===== src/rtl/instruction_fetch.sv =====
// Instruction fetch front end: req/ack byte fetcher feeding a small prefetch queue
// that presents one opcode byte per cycle to the decode stage.
module instruction_fetch #(
  parameter int                    ADDR_WIDTH   = 16,
  parameter int                    DEPTH        = 2,
  parameter logic [ADDR_WIDTH-1:0] RESET_VECTOR = 16'h0000,
  parameter logic [7:0]            NOP          = 8'h00
) (
  input  logic                  i_clk,
  input  logic                  i_rst_n,
  input  logic                  i_fetch_suppress,
  input  logic                  i_pc_load,
  input  logic [ADDR_WIDTH-1:0] i_pc_load_value,
  output logic                  o_mem_req,
  output logic [ADDR_WIDTH-1:0] o_mem_addr,
  input  logic                  i_mem_ack,
  input  logic [7:0]            i_mem_data,
  output logic [7:0]            o_instruction,
  output logic                  o_instr_valid,
  output logic [ADDR_WIDTH-1:0] o_pc
);

  localparam int CW = $clog2(DEPTH) + 1;

  typedef enum logic [1:0] {
    ST_IDLE    = 2'd0,
    ST_REQ     = 2'd1,
    ST_DISCARD = 2'd2
  } state_t;

  state_t                r_state;
  logic [7:0]            r_q [DEPTH];
  logic [CW-1:0]         r_count;
  logic [ADDR_WIDTH-1:0] r_fetch_addr;
  logic [ADDR_WIDTH-1:0] r_mem_addr;
  logic                  r_mem_req;
  logic [ADDR_WIDTH-1:0] r_pc;
  logic [7:0]            r_instruction;
  logic                  r_instr_valid;

  state_t                w_state_next;
  logic [7:0]            w_q_next [DEPTH];
  logic [CW-1:0]         w_count_next;
  logic [CW-1:0]         w_slot;
  logic [ADDR_WIDTH-1:0] w_fetch_addr_next;
  logic [ADDR_WIDTH-1:0] w_mem_addr_next;
  logic [ADDR_WIDTH-1:0] w_pc_next;
  logic                  w_ack;
  logic                  w_push;
  logic                  w_pop;

  // An ack only counts against an outstanding request; a DISCARD ack is swallowed.
  assign w_ack  = i_mem_ack && r_mem_req;
  assign w_push = w_ack && (r_state == ST_REQ) && !i_pc_load;
  assign w_pop  = r_instr_valid && !i_fetch_suppress && !i_pc_load;

  // Shift-register queue: entry 0 is always the head, pushes land after the survivors.
  always_comb begin
    w_q_next     = r_q;
    w_count_next = r_count;
    w_slot       = r_count - CW'(w_pop);
    if (i_pc_load) begin
      w_count_next = {CW{1'b0}};
    end else begin
      if (w_pop) begin
        for (int i = 0; i < DEPTH - 1; i++) begin
          w_q_next[i] = r_q[i+1];
        end
      end
      if (w_push) begin
        for (int i = 0; i < DEPTH; i++) begin
          if (i == int'(w_slot)) begin
            w_q_next[i] = i_mem_data;
          end else begin
            w_q_next[i] = w_q_next[i];
          end
        end
      end
      w_count_next = r_count + CW'(w_push) - CW'(w_pop);
    end
  end

  // Program counter and next fetch address; a redirect overrides push/pop.
  always_comb begin
    w_pc_next         = r_pc;
    w_fetch_addr_next = r_fetch_addr;
    if (i_pc_load) begin
      w_pc_next         = i_pc_load_value;
      w_fetch_addr_next = i_pc_load_value;
    end else begin
      if (w_pop) begin
        w_pc_next = r_pc + ADDR_WIDTH'(1);
      end else begin
        w_pc_next = r_pc;
      end
      if (w_push) begin
        w_fetch_addr_next = r_fetch_addr + ADDR_WIDTH'(1);
      end else begin
        w_fetch_addr_next = r_fetch_addr;
      end
    end
  end

  // Fetch FSM next state; mem_addr only moves when a new request is launched.
  always_comb begin
    w_state_next    = r_state;
    w_mem_addr_next = r_mem_addr;
    case (r_state)
      ST_IDLE: begin
        if (w_count_next < CW'(DEPTH)) begin
          w_state_next    = ST_REQ;
          w_mem_addr_next = w_fetch_addr_next;
        end else begin
          w_state_next = ST_IDLE;
        end
      end
      ST_REQ: begin
        if (w_ack) begin
          if (w_count_next < CW'(DEPTH)) begin
            w_state_next    = ST_REQ;
            w_mem_addr_next = w_fetch_addr_next;
          end else begin
            w_state_next = ST_IDLE;
          end
        end else if (i_pc_load) begin
          w_state_next = ST_DISCARD;
        end else begin
          w_state_next = ST_REQ;
        end
      end
      ST_DISCARD: begin
        if (w_ack) begin
          w_state_next    = ST_REQ;
          w_mem_addr_next = w_fetch_addr_next;
        end else begin
          w_state_next = ST_DISCARD;
        end
      end
      default: begin
        w_state_next = ST_IDLE;
      end
    endcase
  end

  // All state and every output is registered.
  always_ff @(posedge i_clk or negedge i_rst_n) begin
    if (!i_rst_n) begin
      r_state       <= ST_IDLE;
      r_count       <= {CW{1'b0}};
      r_fetch_addr  <= RESET_VECTOR;
      r_mem_addr    <= RESET_VECTOR;
      r_mem_req     <= 1'b0;
      r_pc          <= RESET_VECTOR;
      r_instruction <= NOP;
      r_instr_valid <= 1'b0;
      for (int i = 0; i < DEPTH; i++) begin
        r_q[i] <= NOP;
      end
    end else begin
      r_state       <= w_state_next;
      r_count       <= w_count_next;
      r_fetch_addr  <= w_fetch_addr_next;
      r_mem_addr    <= w_mem_addr_next;
      r_mem_req     <= (w_state_next != ST_IDLE);
      r_pc          <= w_pc_next;
      r_instruction <= (w_count_next != {CW{1'b0}}) ? w_q_next[0] : NOP;
      r_instr_valid <= (w_count_next != {CW{1'b0}});
      r_q           <= w_q_next;
    end
  end

  assign o_mem_req     = r_mem_req;
  assign o_mem_addr    = r_mem_addr;
  assign o_instruction = r_instruction;
  assign o_instr_valid = r_instr_valid;
  assign o_pc          = r_pc;

endmodule

===== config.mk =====
export PLATFORM = sky130hd
export DESIGN_NAME = instruction_fetch
export DESIGN_NICKNAME = d
export VERILOG_FILES = /design/src/rtl/instruction_fetch.sv
export SDC_FILE = /design/constraint.sdc
export NUM_CORES = 1
export LEC_CHECK = 0
export BUFFER_PORTS_ARGS = -buffer_cell sky130_fd_sc_hd__buf_4
export CORE_MARGIN = 2
export CORE_UTILIZATION = 40
export DETAILED_ROUTE_END_ITERATION = 7
export SLEW_MARGIN = 0
export SYNTH_ARGS = -nofsm -noshare
export SYNTH_HDL_FRONTEND = slang
export SYNTH_SLANG_ARGS = --single-unit

===== constraint.sdc =====
create_clock -name i_clk -period 6.4 [get_ports i_clk]
set_clock_uncertainty 0.1 [all_clocks]
set_input_delay 1.28 -clock i_clk [delete_from_list [all_inputs] [get_ports i_clk]]
set_output_delay 1.28 -clock i_clk [all_outputs]
set_load 0.02 [all_outputs]

==> results of run 1 <==
[layout make-up]
class / count / share of cell area
clock buffers: 10 / 0.02992
clock inverters: 6 / 0.008161
inverters: 7 / 0.005713
multi-input cells: 218 / 0.3825
flip-flops and latches: 78 / 0.4244
well taps: 129 / 0.03509
repair buffers: 70 / 0.1143
[power breakdown]
| part | switching [W] | internal [W] |
|---|---|---|
| sequential | 0.000105 | 0.000636 |
| combinational | 0.000334 | 0.000330 |
| clock | 0.000182 | 0.000150 |
| total | 0.000622 | 0.00112 |
[routing by layer]
layer / part of all wire / wire [um] / global-route usage
met5: 0 / 0 / 0
met4: 0.0062 / 48 / 0.04886
met3: 0.046 / 358 / 0.04555
met2: 0.47 / 3627 / 0.2515
met1: 0.48 / 3692 / 0.2155
[kinds of logic (layout without fill, tap and decap cells)]
group | after synthesis | after routing | synth area share
AND/OR/NAND/NOR | 99 | 99 | 0.1644
flip-flops | 78 | 78 | 0.5110
multiplexers | 48 | 48 | 0.1477
AO/OA/AOI/OAI | 40 | 40 | 0.06879
XOR/XNOR | 26 | 26 | 0.06322
buffers and inverters | 19 | 93 | 0.02850
adder cells (fa/ha/maj) | 5 | 5 | 0.01638
[placed cells by master (no fill, tap or decap), types with 3 or more instances in the layout]
| cell | count |
|---|---|
| o21ai_0 | 10 |
| nor2b_1 | 4 |
| nand4_1 | 7 |
| a21oi_1 | 10 |
| mux2_2 | 27 |
| a211oi_1 | 4 |
| clkbuf_8 | 10 |
| ha_1 | 5 |
| and4_1 | 3 |
| nor4_2 | 5 |
| nor2_1 | 17 |
| inv_1 | 6 |
| mux2i_1 | 11 |
| mux2_4 | 10 |
| nand2_1 | 21 |
| xor2_1 | 13 |
| nor3_1 | 7 |
| dfrtp_1 | 78 |
| nand3_1 | 8 |
| buf_4 | 70 |
| and2_1 | 9 |
| clkinv_2 | 4 |
| xnor2_1 | 12 |
[final timing paths]
check	from	to	slack (ps)
max in group asynchronous	i_rst_n	o_instruction[1]$_DFF_PN0_	4580
worst min register to register	r_q[1]$_DFFE_PN0P_	r_q[1]$_DFFE_PN0P_	410
worst max register to register	o_instr_valid$_DFF_PN0_	o_mem_addr[2]$_DFFE_PN0P_	2610
min in group asynchronous	i_rst_n	o_pc[8]$_DFFE_PN0P_	970
worst min-delay path	r_q[1]$_DFFE_PN0P_	r_q[1]$_DFFE_PN0P_	410
worst max-delay path	i_pc_load	o_mem_addr[2]$_DFFE_PN0P_	1750
[sequential cells by signal, summed over array words and instances, names as in the netlist]
register       flops
o_instr_valid      1
o_instruction      8
o_mem_addr        16
o_mem_req          1
o_pc              16
r_count            2
r_fetch_addr      16
r_q               16
r_state            2
[per-stage QoR]
step	worst slack (ps)	hold WS, ps	std cells
after detailed placement	1314	399.0	502
final	1749	413.6	518
after global placement	1363	391.6	502
after CTS	1672	418.9	518
after global routing	1484	438.3	518
after floorplan	2484	380.5	315
[worst max-delay path, delay by kind of cell]
kind,cells,cell delay [ps]
compound gates,2,880
xor+xnor,1,250
mux,1,420
fa+ha+maj,2,480
simple gates,2,680
buf+inv,3,780
==> results.md, run 1 <==
* Register Area at 0.001952 sq mm
* Total CTS buffers at 9
* First drt pass iteration count at 4
* Hold Buf Count CTS at 0
* Worst-path cell chain: buf_4 -> inv_2 -> and2_1 -> ha_1 -> inv_1 -> ha_1 -> xnor3_1 -> nor2_4 -> a21oi_2 -> o21a_1 -> mux2_2
* Required @ worst endpoint at roughly 6500 ps
* Reg clk slew, reported paths at 80 ps
* Leakage at 2.037 nW
* GRT overflow at 0
* Total Wirelength at a little under 8000 um
* Fin. max-slew vios at 0
* Detailed Place HPWL at 5362 um
* Pwr Total at 0.001737 W
* Final instance area at approximately 0.0046 sq mm
* Post-synthesis sequential area ratio at 0.5110
* Die W at 101.7 um
* Hold Crit Depth at 1
* Core ar. at ~0.0092 sq mm
* Clock Root Buffer: clkbuf_8
* Cell taking the most area after synthesis: dfrtp_1
* Die ar. at 0.01035 sq mm
* Maxcap violations at 0
* DRC Markers at 0
* Slew @ Worst Pin at 981.5 ps
* CTS tree: yes
* Post-synthesis sequential element count at 78
* Syn_nets at approximately 350
* Initial antenna violation count at 0
* IO Pins at 71
* H-tree levels at 3
* Gpl congestion at 0.7440
* Avg Inst Size Synth at between 10 and 15 sq um
* Max-slew headroom at 0.3457
* Achievable frequency at 215.0 MHz
* Std cell rows at 35
* Number of fill cells at 851
* Pwr Density at around 380 mW/mm^2
* Total setup buffers inserted after CTS at 0
* EDFF count, synth at 0
* Worst reg-to-reg path cell count at 10
* GRT Total Usage at 0.1601
* RSZ-0062 raised after global routing: false
* Starting density of the core at 0.4134
* Post-Synthesis Cells at 315
* Status: completed
* Post-detailed-route count of antenna-violating nets at 0
* Netlist cell types at 51
* Critical Path Sink Type: flip-flop
* IO Port Bufs at 70
* Critical Path AT at 4790 ps
* Post-CTS sizing at 0
* Final setup fails at 0
* Clock sink total at 78
* Cell with the most instances after synthesis: dfrtp_1
* Yosys top cell area share at 0.5110
* Vias in the first global route at 2579
* CP max stage delay at 770 ps
* Share of cells above drive strength 1 at 0.3599
* Area of the multi-input gates at 0.001759 sq mm
* Area delta synth->final at 20.41%
* Vias per Instance at 4.915
* Via count at 2546
* Synth area leaders: dfrtp_1 (51%), mux2_2 (8.0%), mux2_4 (3.9%), xor2_1 (3.0%), mux2i_1 (2.9%)
* Slowest CP cell: o21a_1
* Placed Area at 0.004424 sq mm
* Total negative slack at 0 ps
* Largest net degree at the start of global routing at 79
* Async SR Flop Fraction at 1.000
* Main synth FF type: dfrtp_1
* CP Max Fanout at 37
* CP dominant cell by count: ha_1
* N_diodes at 0
* Endpoints failing hold at 0
* Top cells by count, synth: dfrtp_1 (78), mux2_2 (27), nand2_1 (21)
* Bufs on Longest Clock Path at 2
* Startpoint Class: input pin
* Die H at around 100 um
* Fin nets at 418
* Starting DRT DRC Count at 67
* HP Class: reg -> reg
* Synthesis Warnings at 0
* Critical path class: in -> reg
* Worst-Skew Late Latency at 360 ps
* Wire length per cell at 14.92 um
* Max VDD drop at 167.0 uV
* Core Util, Final at 0.4978
* Fin crit share at 0.7267
* Post-synthesis cell area at between 0.003 and 0.004 sq mm
* First-pass GRT wire length at 12810 um
* Period minus WS final at 4651 ps
No activity file was read; power rests on OpenSTA's default activity.
==> run 2: changes to the inputs <==
==> constraint.sdc (replaced) <==
create_clock -name i_clk -period 4.7 [get_ports i_clk]
set_clock_uncertainty 0.1 [all_clocks]
set_input_delay 0.94 -clock i_clk [delete_from_list [all_inputs] [get_ports i_clk]]
set_output_delay 0.94 -clock i_clk [all_outputs]
set_load 0.02 [all_outputs]
==> run 2 against run 1 <==
Against the previous run:
- clock-buffer cell count down 1
- routed wire length increased by 0.62%
- core utilization grew 0.56 points
- total power rose by 41%
- highest routed layer unchanged
==> results.md, run 2 (same netlist as run 1, synthesis figures left out) <==
* CTS tree: yes
* Total negative slack at 0 ps
* Die H at 101.7 um
* CP max stage delay at between 400 and 500 ps
* Post-detailed-route count of antenna-violating nets at 0
* Starting DRT DRC Count at 79
* Slowest CP cell: and2_1
* Final instance area at 0.004651 sq mm
* Startpoint Class: input pin
* Endpoints failing hold at 0
* Gpl congestion at approximately 0.78
* Period minus WS final at ~3500 ps
* Maxcap violations at 0
* Pwr Total at ~0.0024 W
* Buf/Inv on CP at 4
* Worst hold margin at 413.5 ps
* Final setup margin at 1178 ps
* IO Pins at 71
* Total CTS buffers at 9
* Share of cells above drive strength 1 at 0.3648
* Die ar. at between 0.01 and 0.015 sq mm
* Area delta synth->final at 21.75%
* Placed Area at about 0.0044 sq mm
* Critical path class: in -> reg
* Top Usage Layer GRT: met2
* DRC Markers at 0
* Final setup fails at 0
* Required @ worst endpoint at 4840 ps
* Reg clk slew, reported paths at 80 ps
* Die W at a little over 100 um
* HP Class: reg -> reg
* Most common cell after layout, fill and taps aside: dfrtp_1
* Clock sink total at 78
* Total setup buffers inserted after CTS at 0
* Via count at 2610
* R2r setup slk at 1480 ps
* Max-slew headroom at 0.3482
* Vias in the first global route at approximately 2500
* Pre-CTS setup slack at about 790 ps
* First-pass GRT wire length at 12660 um
* Fin. max-slew vios at 0
* First drt pass iteration count at 4
* Clock Root Buffer: clkbuf_8
* Post-CTS sizing at 0
* Detailed Place HPWL at 5485 um
* Worst-path cell chain: buf_4 -> inv_2 -> and2_1 -> ha_1 -> inv_1 -> ha_1 -> xnor3_1 -> nor2_4 -> a21oi_2 -> o21a_1 -> buf_4 -> mux2_4
* Max VDD drop at 288.8 uV
* Critical Path AT at 3660 ps
* Starting density of the core at 0.4134
* Hold Buf Count CTS at 0
* Slew @ Worst Pin at about 980 ps
* Pwr Density at 526.5 mW/mm^2
* Met1 global-route usage at 0.2064
* Largest net degree at the start of global routing at 79
* Achievable frequency at 283.9 MHz
* Initial antenna violation count at 0
* Fin nets at 421
* Core ar. at 0.009240 sq mm
* Worst-Skew Late Latency at 360 ps
* IO Port Bufs at 70
* N_diodes at 0
* RSZ-0062 raised after global routing: false
* Fin crit share at 0.7494
* Grt met2 use at 0.2581
* Most frequent cells in the layout: dfrtp_1 (78), buf_4 (73), mux2_2 (27), nand2_1 (21), nor2_1 (17)
* Std cell rows at 35
* Critical Path Sink Type: flip-flop
* Bufs on Longest Clock Path at 2
* GRT met3 Usage at 0.04141
* Leakage at 2.058 nW
* Total Wirelength at 7774 um
* Kind of cell adding the most delay to the critical path: buffers and inverters
* Status: completed
* Wire length per cell at 14.92 um
* H-tree levels at 3
* GRT Total Usage at 0.1599
* CP Max Fanout at 21
* Vias per Instance at roughly 5
* GRT overflow at 0
-- run 2: final cells by class --
cell class | instances | area (sq um)
timing repair buffer | 73 | 548.0
fill | 851 | 4589
clock buffer | 9 | 123.9
tap | 129 | 161.4
clock inverter | 7 | 80.08
sequential | 78 | 1952
multi-input combinational | 218 | 1759
inverter | 7 | 26.28
-- run 2: worst reg2reg max path, delay by kind of cell (launching register included) --
family	cells	cell delay [ps]
xor gates and xnor gates	1	340
buffers and inverters	2	280
AOI/OAI and AO/OA	2	210
and+or+nand+nor	3	970
muxes	1	330
DFF	1	400
adders and majority gates	2	460
-- run 2: path summary, 6_finish.rpt --
kind | endpoint | from | depth (start not counted)
max reg2reg | o_mem_addr[9]$_DFFE_PN0P_ | o_instr_valid$_DFF_PN0_ | 11
max | o_mem_addr[9]$_DFFE_PN0P_ | i_pc_load | 12
min reg2reg | r_q[0]$_DFFE_PN0P_ | r_q[0]$_DFFE_PN0P_ | 1
min in group asynchronous | o_pc[6]$_DFFE_PN0P_ | i_rst_n | 1
max in group asynchronous | r_state[0]$_DFF_PN0_ | i_rst_n | 1
min | r_q[0]$_DFFE_PN0P_ | r_q[0]$_DFFE_PN0P_ | 1
-- run 2: through the flow --
stage               cells  utilization
detailed placement    505       0.4812
CTS                   521       0.5033
global route          521       0.5033
floorplan             315            -
finish                521       0.5033
global placement      505       0.4812
-- run 2: layer usage --
metal / wire [um] / part of all wire
met1: 3541 / 0.46
met2: 3750 / 0.48
met3: 368 / 0.047
met4: 114 / 0.015
met5: 0 / 0
-- run 2: power by group --
| group | leakage [nW] | switching (W) | total (W) | internal (W) |
|---|---|---|---|---|
| Clock | 0.103 | 0.000271 | 0.000525 | 0.000254 |
| Combinational | 1.01 | 0.000464 | 0.000918 | 0.000454 |
| Sequential | 0.946 | 0.000140 | 0.00101 | 0.000865 |
| Total | 2.06 | 0.000875 | 0.00245 | 0.00157 |
==> run 3: changes to the inputs <==
==> constraint.sdc (replaced) <==
create_clock -name i_clk -period 3.5 [get_ports i_clk]
set_clock_uncertainty 0.1 [all_clocks]
set_input_delay 0.7 -clock i_clk [delete_from_list [all_inputs] [get_ports i_clk]]
set_output_delay 0.7 -clock i_clk [all_outputs]
set_load 0.02 [all_outputs]
==> run 3 against run 2 <==
Against the previous run:
- via count about the same
- combinational power increased by 34%
- worst setup slack worse by 700 ps
- routed wire length rose by 2.3%
- sequential cell count did not move
- die area unchanged
- total power is 39% higher
- critical path type is now reg -> reg
- final area rose by 1.4%
- largest power group unchanged
- sequential share of layout area down 0.57 points
- critical endpoint is now o_mem_addr[8]$_DFFE_PN0P_
- sequential power is 35% higher
- global-route usage grew 0.59 points
- register-to-register slack got worse by 1000 ps
==> results.md, run 3 (same netlist as run 1, synthesis figures left out) <==
* Area delta synth->final at 23.42%
* Period minus WS final at 3020 ps
* Startpoint Class: flip-flop
* Largest net degree at the start of global routing at 79
* Die ar. at 0.01035 sq mm
* CP max stage delay at 480 ps
* Share of cells above drive strength 1 at 0.3696
* Fin. max-slew vios at 0
* Final setup margin at 480.4 ps
* Fin crit share at 0.8627
* RR Startpoint: r_state[1]$_DFF_PN0_
* H-tree levels at 3
* Detailed Place HPWL at 5526 um
* Max VDD drop at 298.3 uV
* RSZ-0062 raised after global routing: false
* Status: completed
* GRT overflow at 0
* Final setup fails at 0
* Total setup buffers inserted after CTS at 0
* Die W at ~100 um
* Gpl congestion at 0.8045
* Endpoints failing hold at 0
* Pre-CTS setup slack at 199.2 ps
* R2r setup slk at 480 ps
* GRT Total Usage at 0.1657
* DRC Markers at 0
* Worst-Skew Late Latency at 350 ps
* Total negative slack at 0 ps
* Critical Path Sink Type: flip-flop
* Maxcap violations at 0
* Worst hold margin at around 390 ps
* Clock sink total at 78
* Critical path class: reg -> reg
* CP dominant cell by count: ha_1
* Std cell rows at 35
* First drt pass iteration count at 4
* Slowest CP cell: dfrtp_1
* Vias per Instance at 4.979
* Bufs on Longest Clock Path at 2
* Buf/Inv on CP at 2
* First-pass GRT wire length at 13180 um
* CTS tree: yes
* Achievable frequency at about 330 MHz
* Vias in the first global route at 2595
* Via count at about 2600
* HP Class: in -> async
* Max-slew headroom at 0.3505
* Post-detailed-route count of antenna-violating nets at 0
* Starting DRT DRC Count at 83
* Number of fill cells at 820
* Slew @ Worst Pin at 974.3 ps
* Worst reg-to-reg path cell count at 11
* Core ar. at 0.009240 sq mm
* Total Wirelength at 7953 um
* Pwr Density at 723.5 mW/mm^2
* Starting density of the core at 0.4134
* Clock Root Buffer: clkbuf_8
* Reg clk slew, reported paths at 80 ps
* Leakage at 2.095 nW
* IO Port Bufs at 70
* Wire length per cell at 15.18 um
* Worst-path cell chain: and4b_1 -> nand2_1 -> ha_1 -> inv_1 -> ha_1 -> xnor3_1 -> nor2_4 -> a21oi_2 -> o21a_1 -> buf_4 -> mux2_4
* Critical Path AT at roughly 3200 ps
* Worst R2R End: o_mem_addr[8]$_DFFE_PN0P_
* Most frequent cells in the layout: dfrtp_1 (78), buf_4 (76), mux2_2 (27), nand2_1 (21), nor2_1 (17)
* Pwr Total at 0.003411 W
* Total CTS buffers at 9
* Required @ worst endpoint at 3640 ps
* IO Pins at just over 70
* Most common cell after layout, fill and taps aside: dfrtp_1
* Dpl cells at 508
* Fin cells at 524
* Initial antenna violation count at 0
* Hold Buf Count CTS at 0
* N_diodes at 0
* Fin nets at 424
* Kind of cell adding the most delay to the critical path: simple AND/OR/NAND/NOR gates
* Die H at 101.7 um
* CP Max Fanout at 16
* Post-CTS sizing at 0
run 3: cell types whose count changed in the layout (fill, tap and decap cells not counted):
cell	change
inv_6	-2
clkinv_4	+2
clkinvlp_4	-1
buf_4	+3
bufinv_16	+2
inv_8	-1
run 3: power by group:
group	internal (W)	switching, W
clock network	0.000477	0.000341
registers	0.00116	0.000196
logic	0.000613	0.000620
run 3: worst max-delay path by stage:
| stage | from | end | slack (ps) | depth (start not counted) |
|---|---|---|---|---|
| 3_3_place_gp | i_mem_ack | o_mem_addr[5]$_DFFE_PN0P_ | 270 | 12 |
| 3_5_place_dp | i_mem_ack | o_mem_addr[12]$_DFFE_PN0P_ | 200 | 12 |
| 2_1_floorplan | i_pc_load | o_mem_addr[10]$_DFFE_PN0P_ | 160 | 14 |
| 6_report | r_state[1]$_DFF_PN0_ | o_mem_addr[8]$_DFFE_PN0P_ | 480 | 11 |
| 5_1_grt | r_state[1]$_DFF_PN0_ | o_mem_addr[8]$_DFFE_PN0P_ | 320 | 11 |
| 4_1_cts | r_state[1]$_DFF_PN0_ | o_mem_addr[8]$_DFFE_PN0P_ | 460 | 11 |
run 3: worst register-to-register path, delay by kind of cell (launching register included):
kind	cells	cell delay, ps
simple gates	3	680
flops	1	480
fa+ha+maj	2	480
xor+xnor	1	370
mux	1	330
buf+inv	2	260
compound gates	2	210
run 3: stage by stage:
step / area, sq um / util
after CTS: 4715 / 0.5102
after global routing: 4715 / 0.5102
after floorplan: 3820 / -
after global placement: 4469 / 0.4837
after detailed placement: 4469 / 0.4837
final: 4715 / 0.5102
run 3: routing by layer:
layer,global-route usage,wire length (um),up-vias
met1,0.2205,3640,1273
met4,0.04678,86,0
met2,0.2677,3846,55
met5,0,0,-
li1,-,-,1271
met3,0.04417,379,10
run 3: area by class of cell:
type / instances / area, sq um / area share
Clock buffer: 9 / 123.9 / 0.02627
Clock inverter: 7 / 121.4 / 0.02574
Sequential cell: 78 / 1952 / 0.4140
Tap cell: 129 / 161.4 / 0.03424
Timing Repair Buffer: 76 / 570.5 / 0.1210
Inverter: 7 / 26.28 / 0.005573
Multi-Input combinational cell: 218 / 1759 / 0.3731
